`src/rtl/signed_convert_pkg.sv`:
```
// Shared mode encodings and MIN/MAX constant helpers for the signed converter.
package signed_convert_pkg;

   localparam logic [1:0] MODE_PASS  = 2'b00;
   localparam logic [1:0] MODE_NEG   = 2'b01;
   localparam logic [1:0] MODE_ABS   = 2'b10;
   localparam logic [1:0] MODE_SM2TC = 2'b11;

   // Most negative n-bit two's-complement value, right-aligned in 64 bits (n <= 64).
   function automatic logic [63:0] min_val(input int n);
      return 64'd1 << (n - 1);
   endfunction

   // Most positive n-bit two's-complement value, right-aligned in 64 bits (n <= 64).
   function automatic logic [63:0] max_val(input int n);
      return min_val(n) - 64'd1;
   endfunction

endpackage

```
`src/rtl/signed_convert_pipe_if.sv`:
```
// Valid/ready stream bundle for the converter: input group + mode, output group + flags.
interface signed_convert_pipe_if #(
   parameter int N  = 16,
   parameter int CH = 4
);
   logic              in_valid;
   logic              in_ready;
   logic [CH*N-1:0]   in_data;
   logic [1:0]        mode;
   logic              out_valid;
   logic              out_ready;
   logic [CH*N-1:0]   out_data;
   logic [CH-1:0]     out_ovf;

   // Producer/consumer side (drives input stream, accepts output stream).
   modport master (
      output in_valid, in_data, mode, out_ready,
      input  in_ready, out_valid, out_data, out_ovf
   );

   // Converter side.
   modport slave (
      input  in_valid, in_data, mode, out_ready,
      output in_ready, out_valid, out_data, out_ovf
   );
endinterface

```
`src/rtl/signed_convert_lane.sv`:
```
// One channel of the converter: pass / negate / abs / sign-magnitude to two's complement.
module signed_convert_lane
   import signed_convert_pkg::*;
#(
   parameter int N   = 16,
   parameter bit SAT = 1'b1
) (
   input  logic [N-1:0] x,
   input  logic [1:0]   mode,
   output logic [N-1:0] y,
   output logic         ovf
);
   localparam logic [63:0]  MIN_W = min_val(N);
   localparam logic [63:0]  MAX_W = max_val(N);
   localparam logic [N-1:0] MIN   = MIN_W[N-1:0];
   localparam logic [N-1:0] MAX   = MAX_W[N-1:0];
   localparam logic [N-1:0] ONE   = N'(1);
   // MIN has no positive counterpart; negating it either clamps or wraps back to MIN.
   localparam logic [N-1:0] MIN_NEG = SAT ? MAX : MIN;

   logic [N-1:0] neg_x;
   logic [N-1:0] mag;
   logic [N-1:0] neg_mag;

   // Per-lane result and overflow flag selected by the captured mode.
   always_comb begin
      neg_x   = ~x + ONE;
      mag     = {1'b0, x[N-2:0]};
      neg_mag = ~mag + ONE;
      y       = x;
      ovf     = 1'b0;
      case (mode)
         MODE_NEG: begin
            if (x == MIN) begin
               ovf = 1'b1;
               y   = MIN_NEG;
            end else begin
               y = neg_x;
            end
         end
         MODE_ABS: begin
            if (x == MIN) begin
               ovf = 1'b1;
               y   = MIN_NEG;
            end else if (x[N-1]) begin
               y = neg_x;
            end
         end
         // Negative zero has zero magnitude, so it falls out as 0 with no special case.
         MODE_SM2TC: y = x[N-1] ? neg_mag : mag;
         default:    y = x;
      endcase
   end

endmodule

```
`src/rtl/signed_convert_pipe.sv`:
```
// Two-stage elastic multi-channel signed converter with saturating overflow counter.
module signed_convert_pipe
   import signed_convert_pkg::*;
#(
   parameter int N     = 16,
   parameter int CH    = 4,
   parameter bit SAT   = 1'b1,
   parameter int CNT_W = 16
) (
   input  logic                 clk,
   input  logic                 rst,
   signed_convert_pipe_if.slave bus,
   input  logic                 cnt_clr,
   output logic [CNT_W-1:0]     ovf_count
);
   localparam logic [CNT_W-1:0] CNT_ONE = CNT_W'(1);

   logic                      s1_valid_q, s1_valid_d;
   logic [CH-1:0][N-1:0]      s1_data_q,  s1_data_d;
   logic [1:0]                s1_mode_q,  s1_mode_d;
   logic                      s2_valid_q, s2_valid_d;
   logic [CH-1:0][N-1:0]      s2_data_q,  s2_data_d;
   logic [CH-1:0]             s2_ovf_q,   s2_ovf_d;
   logic [CNT_W-1:0]          cnt_q,      cnt_d;

   logic [CH-1:0][N-1:0]      lane_y;
   logic [CH-1:0]             lane_ovf;
   logic                      s2_free, in_hs, s1_adv, out_hs;

   // Ready depends only on pipeline state and out_ready, never on in_valid.
   assign s2_free = !s2_valid_q || bus.out_ready;
   assign s1_adv  = s1_valid_q && s2_free;
   assign in_hs   = bus.in_valid && bus.in_ready;
   assign out_hs  = s2_valid_q && bus.out_ready;

   assign bus.in_ready  = !s1_valid_q || s2_free;
   assign bus.out_valid = s2_valid_q;
   assign bus.out_data  = s2_data_q;
   assign bus.out_ovf   = s2_ovf_q;
   assign ovf_count     = cnt_q;

   for (genvar k = 0; k < CH; k++) begin : g_lane
      signed_convert_lane #(.N(N), .SAT(SAT)) u_lane (
         .x    (s1_data_q[k]),
         .mode (s1_mode_q),
         .y    (lane_y[k]),
         .ovf  (lane_ovf[k])
      );
   end

   // Next-state for both stages and the overflow event counter.
   always_comb begin
      s1_valid_d = in_hs || (s1_valid_q && !s1_adv);
      s1_data_d  = in_hs ? bus.in_data : s1_data_q;
      s1_mode_d  = in_hs ? bus.mode    : s1_mode_q;
      s2_valid_d = s2_free ? s1_valid_q : s2_valid_q;
      s2_data_d  = s1_adv ? lane_y   : s2_data_q;
      s2_ovf_d   = s1_adv ? lane_ovf : s2_ovf_q;
      cnt_d      = cnt_q;
      // Clear wins over a coincident increment; increments stick at all-ones.
      if (cnt_clr)
         cnt_d = '0;
      else if (out_hs && (|s2_ovf_q) && (cnt_q != '1))
         cnt_d = cnt_q + CNT_ONE;
   end

   // Pipeline and counter registers; reset discards anything in flight.
   always_ff @(posedge clk or posedge rst) begin
      if (rst) begin
         s1_valid_q <= 1'b0;
         s1_data_q  <= '0;
         s1_mode_q  <= MODE_PASS;
         s2_valid_q <= 1'b0;
         s2_data_q  <= '0;
         s2_ovf_q   <= '0;
         cnt_q      <= '0;
      end else begin
         s1_valid_q <= s1_valid_d;
         s1_data_q  <= s1_data_d;
         s1_mode_q  <= s1_mode_d;
         s2_valid_q <= s2_valid_d;
         s2_data_q  <= s2_data_d;
         s2_ovf_q   <= s2_ovf_d;
         cnt_q      <= cnt_d;
      end
   end

endmodule

```
`src/flat_wrapper.sv`:
```
// flat-port wrapper written by rule: the top's interface ports become plain ports
module signed_convert_pipe_flat import signed_convert_pkg::*;
#(
   parameter int N     = 16,
   parameter int CH    = 4,
   parameter bit SAT   = 1'b1,
   parameter int CNT_W = 16
)
  (clk, rst, cnt_clr, ovf_count, bus_in_valid, bus_in_data, bus_mode, bus_out_ready, bus_in_ready, bus_out_valid, bus_out_data, bus_out_ovf);
  signed_convert_pipe_if #(.N(N), .CH(CH)) bus_i ();
  input  logic clk;
  input  logic rst;
  input  logic cnt_clr;
  output logic [CNT_W-1:0] ovf_count;
  input wire logic [$bits(bus_i.in_valid)-1:0] bus_in_valid;
  input wire logic [$bits(bus_i.in_data)-1:0] bus_in_data;
  input wire logic [$bits(bus_i.mode)-1:0] bus_mode;
  input wire logic [$bits(bus_i.out_ready)-1:0] bus_out_ready;
  output wire logic [$bits(bus_i.in_ready)-1:0] bus_in_ready;
  output wire logic [$bits(bus_i.out_valid)-1:0] bus_out_valid;
  output wire logic [$bits(bus_i.out_data)-1:0] bus_out_data;
  output wire logic [$bits(bus_i.out_ovf)-1:0] bus_out_ovf;
  assign bus_i.in_valid = bus_in_valid;
  assign bus_i.in_data = bus_in_data;
  assign bus_i.mode = bus_mode;
  assign bus_i.out_ready = bus_out_ready;
  assign bus_in_ready = bus_i.in_ready;
  assign bus_out_valid = bus_i.out_valid;
  assign bus_out_data = bus_i.out_data;
  assign bus_out_ovf = bus_i.out_ovf;
  signed_convert_pipe #(.N(N), .CH(CH), .SAT(SAT), .CNT_W(CNT_W)) u_core (.clk(clk), .rst(rst), .bus(bus_i), .cnt_clr(cnt_clr), .ovf_count(ovf_count));
endmodule
```
`config.mk`:
```
export PLATFORM = sky130hd
export DESIGN_NAME = signed_convert_pipe_flat
export DESIGN_NICKNAME = d
export VERILOG_FILES = /design/src/rtl/signed_convert_pkg.sv /design/src/rtl/signed_convert_pipe_if.sv /design/src/rtl/signed_convert_lane.sv /design/src/rtl/signed_convert_pipe.sv /design/src/flat_wrapper.sv
export SDC_FILE = /design/constraint.sdc
export NUM_CORES = 1
export LEC_CHECK = 0
export CAP_MARGIN = 10
export CORE_UTILIZATION = 47
export DETAILED_ROUTE_END_ITERATION = 8
export GPL_TIMING_DRIVEN = 0
export PLACE_DENSITY = 0.81
export SETUP_SLACK_MARGIN = 0.02
export SLEW_MARGIN = 20
export SYNTH_ARGS = -nofsm -noshare
export SYNTH_HDL_FRONTEND = slang
export SYNTH_SLANG_ARGS = --single-unit
```
`constraint.sdc`:
```
create_clock -name clk -period 10.1 [get_ports clk]
set_input_delay 2.02 -clock clk [delete_from_list [all_inputs] [get_ports clk]]
set_output_delay 2.02 -clock clk [all_outputs]
set_load 0.02 [all_outputs]
```
==> results of run 1 <==
power groups by stage:
stage | Clock [mW] | Combinational, mW | Sequential, mW
3_5_place_dp | 0 | 0.780 | 0.854
2_1_floorplan | 0 | 0.366 | 0.918
4_1_cts | 0.645 | 0.787 | 0.845
3_3_place_gp | 0 | 0.766 | 0.850
6_report | 0.638 | 0.795 | 0.850
5_1_grt | 0.671 | 0.853 | 0.862
final cells by class:
class / count / area (um2)
Tap cell: 229 / 287
Timing Repair Buffer: 157 / 1590
Clock buffer: 21 / 470
Clock inverter: 10 / 120
Multi-Input combinational cell: 688 / 4540
Inverter: 21 / 86.3
Fill cell: 1539 / 6890
Sequential cell: 152 / 3800
Buffer: 63 / 241
synth_stat cells, drive strengths merged, types with 5 or more instances:
| cell | number | share of area |
|---|---|---|
| a211oi | 5 | 0.0043 |
| a21o | 10 | 0.0087 |
| a21oi | 57 | 0.033 |
| a221oi | 7 | 0.0078 |
| a311oi | 5 | 0.0051 |
| a31oi | 21 | 0.015 |
| clkbuf | 60 | 0.026 |
| dfrtp | 152 | 0.44 |
| ha | 17 | 0.025 |
| inv | 21 | 0.0091 |
| mux2 | 68 | 0.088 |
| mux2i | 5 | 0.0058 |
| nand2 | 58 | 0.025 |
| nand2b | 8 | 0.0058 |
| nand3 | 15 | 0.0087 |
| nand4 | 14 | 0.010 |
| nor2 | 94 | 0.041 |
| nor3 | 26 | 0.016 |
| nor4 | 16 | 0.013 |
| o211ai | 7 | 0.0061 |
| o21ai | 69 | 0.040 |
| o21bai | 9 | 0.0078 |
| o22ai | 8 | 0.0058 |
| o31ai | 19 | 0.016 |
| or2 | 12 | 0.0087 |
| or3 | 38 | 0.028 |
| or4 | 10 | 0.0091 |
| xor2 | 11 | 0.011 |
layer usage:
metal,vias up,global-route usage,part of all wire
met5,-,0,0
met4,0,0.131,0.039
met2,478,0.464,0.46
met3,86,0.0677,0.093
met1,3949,0.366,0.41
li1,3787,-,-
worst max path at each step:
stage                                          to  slack [ns]          start  cells past startpoint
final                                bus_in_ready        4.79  bus_out_ready                      3
after global routing                 bus_in_ready        4.75  bus_out_ready                      3
after CTS                            bus_in_ready        4.80  bus_out_ready                      3
after detailed placement             bus_in_ready        4.80  bus_out_ready                      3
after global placement    u_core.bus.out_data[11]        2.02            rst                      2
after floorplan            u_core.bus.out_data[0]        3.99            rst                      1
registers in the layout (all words and copies together), names as in the netlist:
signal,cells
u_core.bus.out_ovf,4
u_core.s1_valid_q,1
u_core.bus.out_valid,1
u_core.bus.out_data,64
u_core.s1_mode_q,2
u_core.s1_data_q,64
u_core.ovf_count,16
worst max-delay path: stages:
cell and delay [ns]:
clkdlybuf4s50_1 0.49, nand3b_1 0.16, clkdlybuf4s50_1 0.62
placed cells by master, fill, tap and decap left out, types with 6 or more instances in the layout:
master,Yosys,routed
o21ai_0,69,69
o211ai_1,7,7
nor3_1,25,24
dfrtp_1,152,152
or4_1,9,9
nand2_1,58,58
a221oi_1,6,6
mux2_2,68,68
xor2_1,11,11
clkdlybuf4s50_1,0,156
nand3_1,15,15
nand4_1,14,14
a31oi_1,21,21
nor2_1,94,94
a21oi_1,57,57
nor4_1,15,15
a21o_1,10,10
o21bai_1,9,9
or3_1,37,37
o22ai_1,8,8
inv_1,21,20
nand2b_1,8,8
clkbuf_16,0,17
or2_2,12,12
o31ai_1,19,19
clkbuf_1,58,59
ha_1,17,17
kinds of logic (layout without fill, tap and decap cells):
logic type	after synthesis	in the layout	share of synthesized area
multiplexers	73	73	0.0942
flip-flops	152	152	0.439
XOR/XNOR	12	12	0.0121
adder cells (fa/ha/maj)	17	17	0.0246
buffers and inverters	84	272	0.0370
AND/OR/NAND/NOR	319	319	0.191
AO/OA/AOI/OAI	267	267	0.201
per-stage QoR:
| stage | setup WS, ns | utilization | std cells |
|---|---|---|---|
| after global placement | 2.02 | 0.583 | 1309 |
| after CTS | 4.80 | 0.618 | 1341 |
| after detailed placement | 4.80 | 0.585 | 1310 |
| after global routing | 4.75 | 0.618 | 1341 |
| final | 4.79 | 0.618 | 1341 |
| after floorplan | 3.99 | - | 924 |
==> metrics.txt, run 1 <==
status=complete, no violations; Mapped Area=0.00866 mm2; initial antenna violation count=0; Synthesized Nets=1012; CP arrival=~3.3 ns; Die H=roughly 140 um; Post-synth EDFFs=0; yosys warns=0; placed standard-cell area=roughly 0.011 mm2; Max rail drop VDD=between 0.1 and 0.15 mV; synth unique cells=71; Hold Buf Count CTS=0; Synth async-reset ratio=1.00; sequential power share=0.372; IO Port Bufs=between 150 and 200; vias per cell=6.19; RD Place Congestion=around 0.94; CTS tree=built; post-route ant nets=0; root buffer cell=clkbuf_16; via count=8300; routed len/inst=19.7 um; DR iter-0 viols=794; Internal Power=roughly 1.5 mW; Final Cell Area=about 0.011 mm2; Core ar.=0.0180 mm2; clock tree buffer depth=2; final antenna diode count=0; # IOs=157; Area Overhead vs Synth=28.6%; DR pass1 iterations=7; RSZ-0062 raised after global routing=false; Final Hold Fails=0; final WL=between 20 and 30 mm; fin crit period=approximately 5.3 ns; Clk pin slew, worst setup/hold paths=0.06 ns; Hold Path Depth=1; Req. time, crit path=8.08 ns; post-CTS resize count=0; transition time at the pin with the least slew margin=about 1.0 ns; Leak Pwr=4.40 nW; CP Max Fanout=3; Skew-Pair Late Insertion Delay=0.43 ns; R2R depth=9; post-CTS setup buffers=0; Die ar.=0.0190 mm2; CP startpoint kind=primary input; vias in the first global route=7853; Residual DRC=0; starting density of the core=0.480; Worst Hold Path EP=u_core.bus.out_data[42]; r2r startpoint=u_core.s1_data_q[6]; Slew Limit Headroom=0.319; global route total overflow=0; Overall Power=about 2.3 mW; GRT Util Overall=0.288; synthesized instance count=924; H-tree depth=4; Post-layout nets=roughly 1200; Synth Register Bits=152; Net Sw Power=820 uW; combinational share of power=0.348; # setup viols final=0; layout cell share with drive strength beyond 1=0.121; Net Sw Frac=0.359; CTS Sinks=152; clock share of power=0.279; reg-to-reg endpoint=u_core.bus.out_data[15]; Max Cap Viol=0; CTS buffer count=17; syn_area_per_cell=9.37 um2; PwrDens=approximately 200 mW/mm2; sequential share of the synthesized area=0.439; r2r setup slk=6.94 ns; post-DP HPWL=18.9 mm; Worst Hold Class=register to register; Hold Crit Start=u_core.bus.out_data[42]; Die Width=between 100 and 150 um; Main synth FF type=dfrtp_1; worst hold margin=0.476 ns; Slew Viols, Final=0; largest net degree at the start of global routing=about 110; maximum clock frequency=188 MHz; Worst setup EP type=primary output; Crit Path Class=primary input to primary output; clock skew=between 0.007 and 0.008 ns; global-route wire length before repair=between 40 and 50 mm; setup TNS=0 ns; Tcrit/Tclk final=0.525; Row Count=49
Power figures use the tool's default switching activity.
==> inputs of run 2 (changes only) <==
- PLACE_DENSITY: 0.81 -> 0.84
- clock period: 10.1 -> 4.6 ns (I/O delays scaled with it)
==> run 2 against run 1 <==
First-iteration DRC count increased by 30%; critical path depth increased by 5; core utilization increased by 0.069 points; global-route usage increased by 0.93 points; register-to-register slack got worse by 5.7 ns; wire length increased by 4.1%; clock skew increased by 0.0040 ns.
==> metrics.txt, run 2 (same netlist as run 1, synthesis figures left out) <==
post-route ant nets=0; Worst setup EP type=register; final antenna diode count=0; placed standard-cell area=0.0106 mm2; DR pass1 iterations=8; # IOs=157; peak per-stage delay on the critical path=roughly 0.95 ns; status=complete, no violations; Leak Pwr=approximately 4.4 nW; GRT Util Overall=0.297; Most common cell on crit path=clkbuf_1; worst hold margin=0.484 ns; critical path's slowest cell=nor3_1; layout cell share with drive strength beyond 1=0.122; maximum clock frequency=approximately 300 MHz; Die H=138 um; H-tree depth=4; Residual DRC=0; Row Count=49; # setup viols final=0; post-CTS resize count=0; CP Max Fanout=10; Core ar.=0.0180 mm2; RSZ-0062 raised after global routing=false; post-CTS setup buffers=0; IO Port Bufs=156; Slew Viols, Final=0; CP startpoint kind=register; root buffer cell=clkbuf_16; via count=8589; DR iter-0 viols=~1000; CTS tree=built; Skew-Pair Late Insertion Delay=0.44 ns; CTS Sinks=152; vias per cell=~6.4; Max Cap Viol=0; transition time at the pin with the least slew margin=1.13 ns; vias in the first global route=8097; sequential power share=0.375; Die ar.=0.0190 mm2; Net Sw Power=1.83 mW; clock skew=0.0114 ns; Internal Power=about 3.1 mW; Hold Buf Count CTS=0; Max rail drop VDD=between 0.3 and 0.4 mV; CP cell instances=inv_1 > ha_1 > clkbuf_1 > nor3_1 > clkbuf_1 > nand2_1 > a221oi_1 > nor2_1; final WL=roughly 28 mm; Worst Hold Class=register to register; CTS buffer count=17; clock share of power=0.270; clock tree buffer depth=2; global-route wire length before repair=42.4 mm; Die Width=138 um; Clk pin slew, worst setup/hold paths=0.06 ns; RD Place Congestion=0.976; Post-layout nets=between 1000 and 1500; post-DP HPWL=19.5 mm; routed len/inst=20.5 um; final core utilization=0.619; fin crit period=3.35 ns; Crit Path Class=register to register; Area Overhead vs Synth=28.8%; Tcrit/Tclk final=0.727; commonest non-fill, non-tap cell in the layout=clkdlybuf4s50_1; global route total overflow=0; setup TNS=0 ns; CP arrival=3.66 ns; combinational share of power=0.355; commonest non-fill, non-tap cells in the layout=clkdlybuf4s50_1 (156), dfrtp_1 (152), nor2_1 (94), o21ai_0 (69), mux2_2 (68); Final Cell Area=0.0112 mm2; Net Sw Frac=0.368; r2r setup slk=1.25 ns; Slew Limit Headroom=0.244; PwrDens=446 mW/mm2; starting density of the core=0.480; largest net degree at the start of global routing=37; initial antenna violation count=0; Final Hold Fails=0; Req. time, crit path=4.92 ns
[run 2: cell types whose count changed in the layout (fill, tap and decap cells not counted)]
cell	change
nor3_1	+1
buf_12	+4
nor3_2	-1
clkinvlp_4	-1
clkinv_4	+1
clkinv_2	+3
clkbuf_8	-1
clkbuf_1	+1
inv_8	-1
buf_16	-1
bufinv_16	-1
[run 2: layer usage]
layer,vias up,GRT usage,part of all wire
met5,-,0,0
met4,0,0.141,0.038
met3,116,0.0905,0.11
met2,604,0.466,0.46
met1,4070,0.373,0.38
li1,3799,-,-
[run 2: critical path: cells and delay by family (launching register included)]
family / cells / cell delay, ns
compound gates: 1 / 0.43
fa+ha+maj: 1 / 0.21
buf+inv: 3 / 0.82
flops: 1 / 0.47
simple gates: 3 / 1.29
[run 2: power groups by stage]
stage | Clock (mW) | Sequential (mW) | Combinational [mW]
6_report | 1.34 | 1.87 | 1.77
5_1_grt | 1.40 | 1.90 | 1.89
4_1_cts | 1.34 | 1.86 | 1.74
3_5_place_dp | 0 | 1.88 | 1.72
3_3_place_gp | 0 | 1.87 | 1.67
2_1_floorplan | 0 | 2.02 | 0.803
[run 2: final cells by class]
cell class / count / area, um2
buffer: 63 / 241
tap: 229 / 287
sequential: 152 / 3800
inverter: 21 / 82.6
timing repair buffer: 160 / 1640
multi-input combinational: 688 / 4540
clock buffer: 21 / 460
clock inverter: 11 / 98.8
fill: 1470 / 6870
[run 2: metrics by stage]
step / setup WS (ns) / std cells / power [mW]
floorplan: 1.74 / 924 / 2.82
global placement: 0.511 / 1309 / 3.54
detailed placement: 1.11 / 1313 / 3.60
CTS: 1.32 / 1345 / 4.94
global route: 1.12 / 1345 / 5.19
finish: 1.25 / 1345 / 4.98
[run 2: final timing paths]
| path | from | to | cells after the start |
|---|---|---|---|
| min reg2reg | u_core.bus.out_data[39] | u_core.bus.out_data[39] | 2 |
| max reg2reg | u_core.s1_mode_q[0] | u_core.bus.out_data[48] | 8 |
| min | u_core.bus.out_data[39] | u_core.bus.out_data[39] | 2 |
| max | u_core.s1_mode_q[0] | u_core.bus.out_data[48] | 8 |
| min in group asynchronous | rst | u_core.ovf_count[6] | 2 |
| max in group asynchronous | rst | u_core.bus.out_data[11] | 4 |
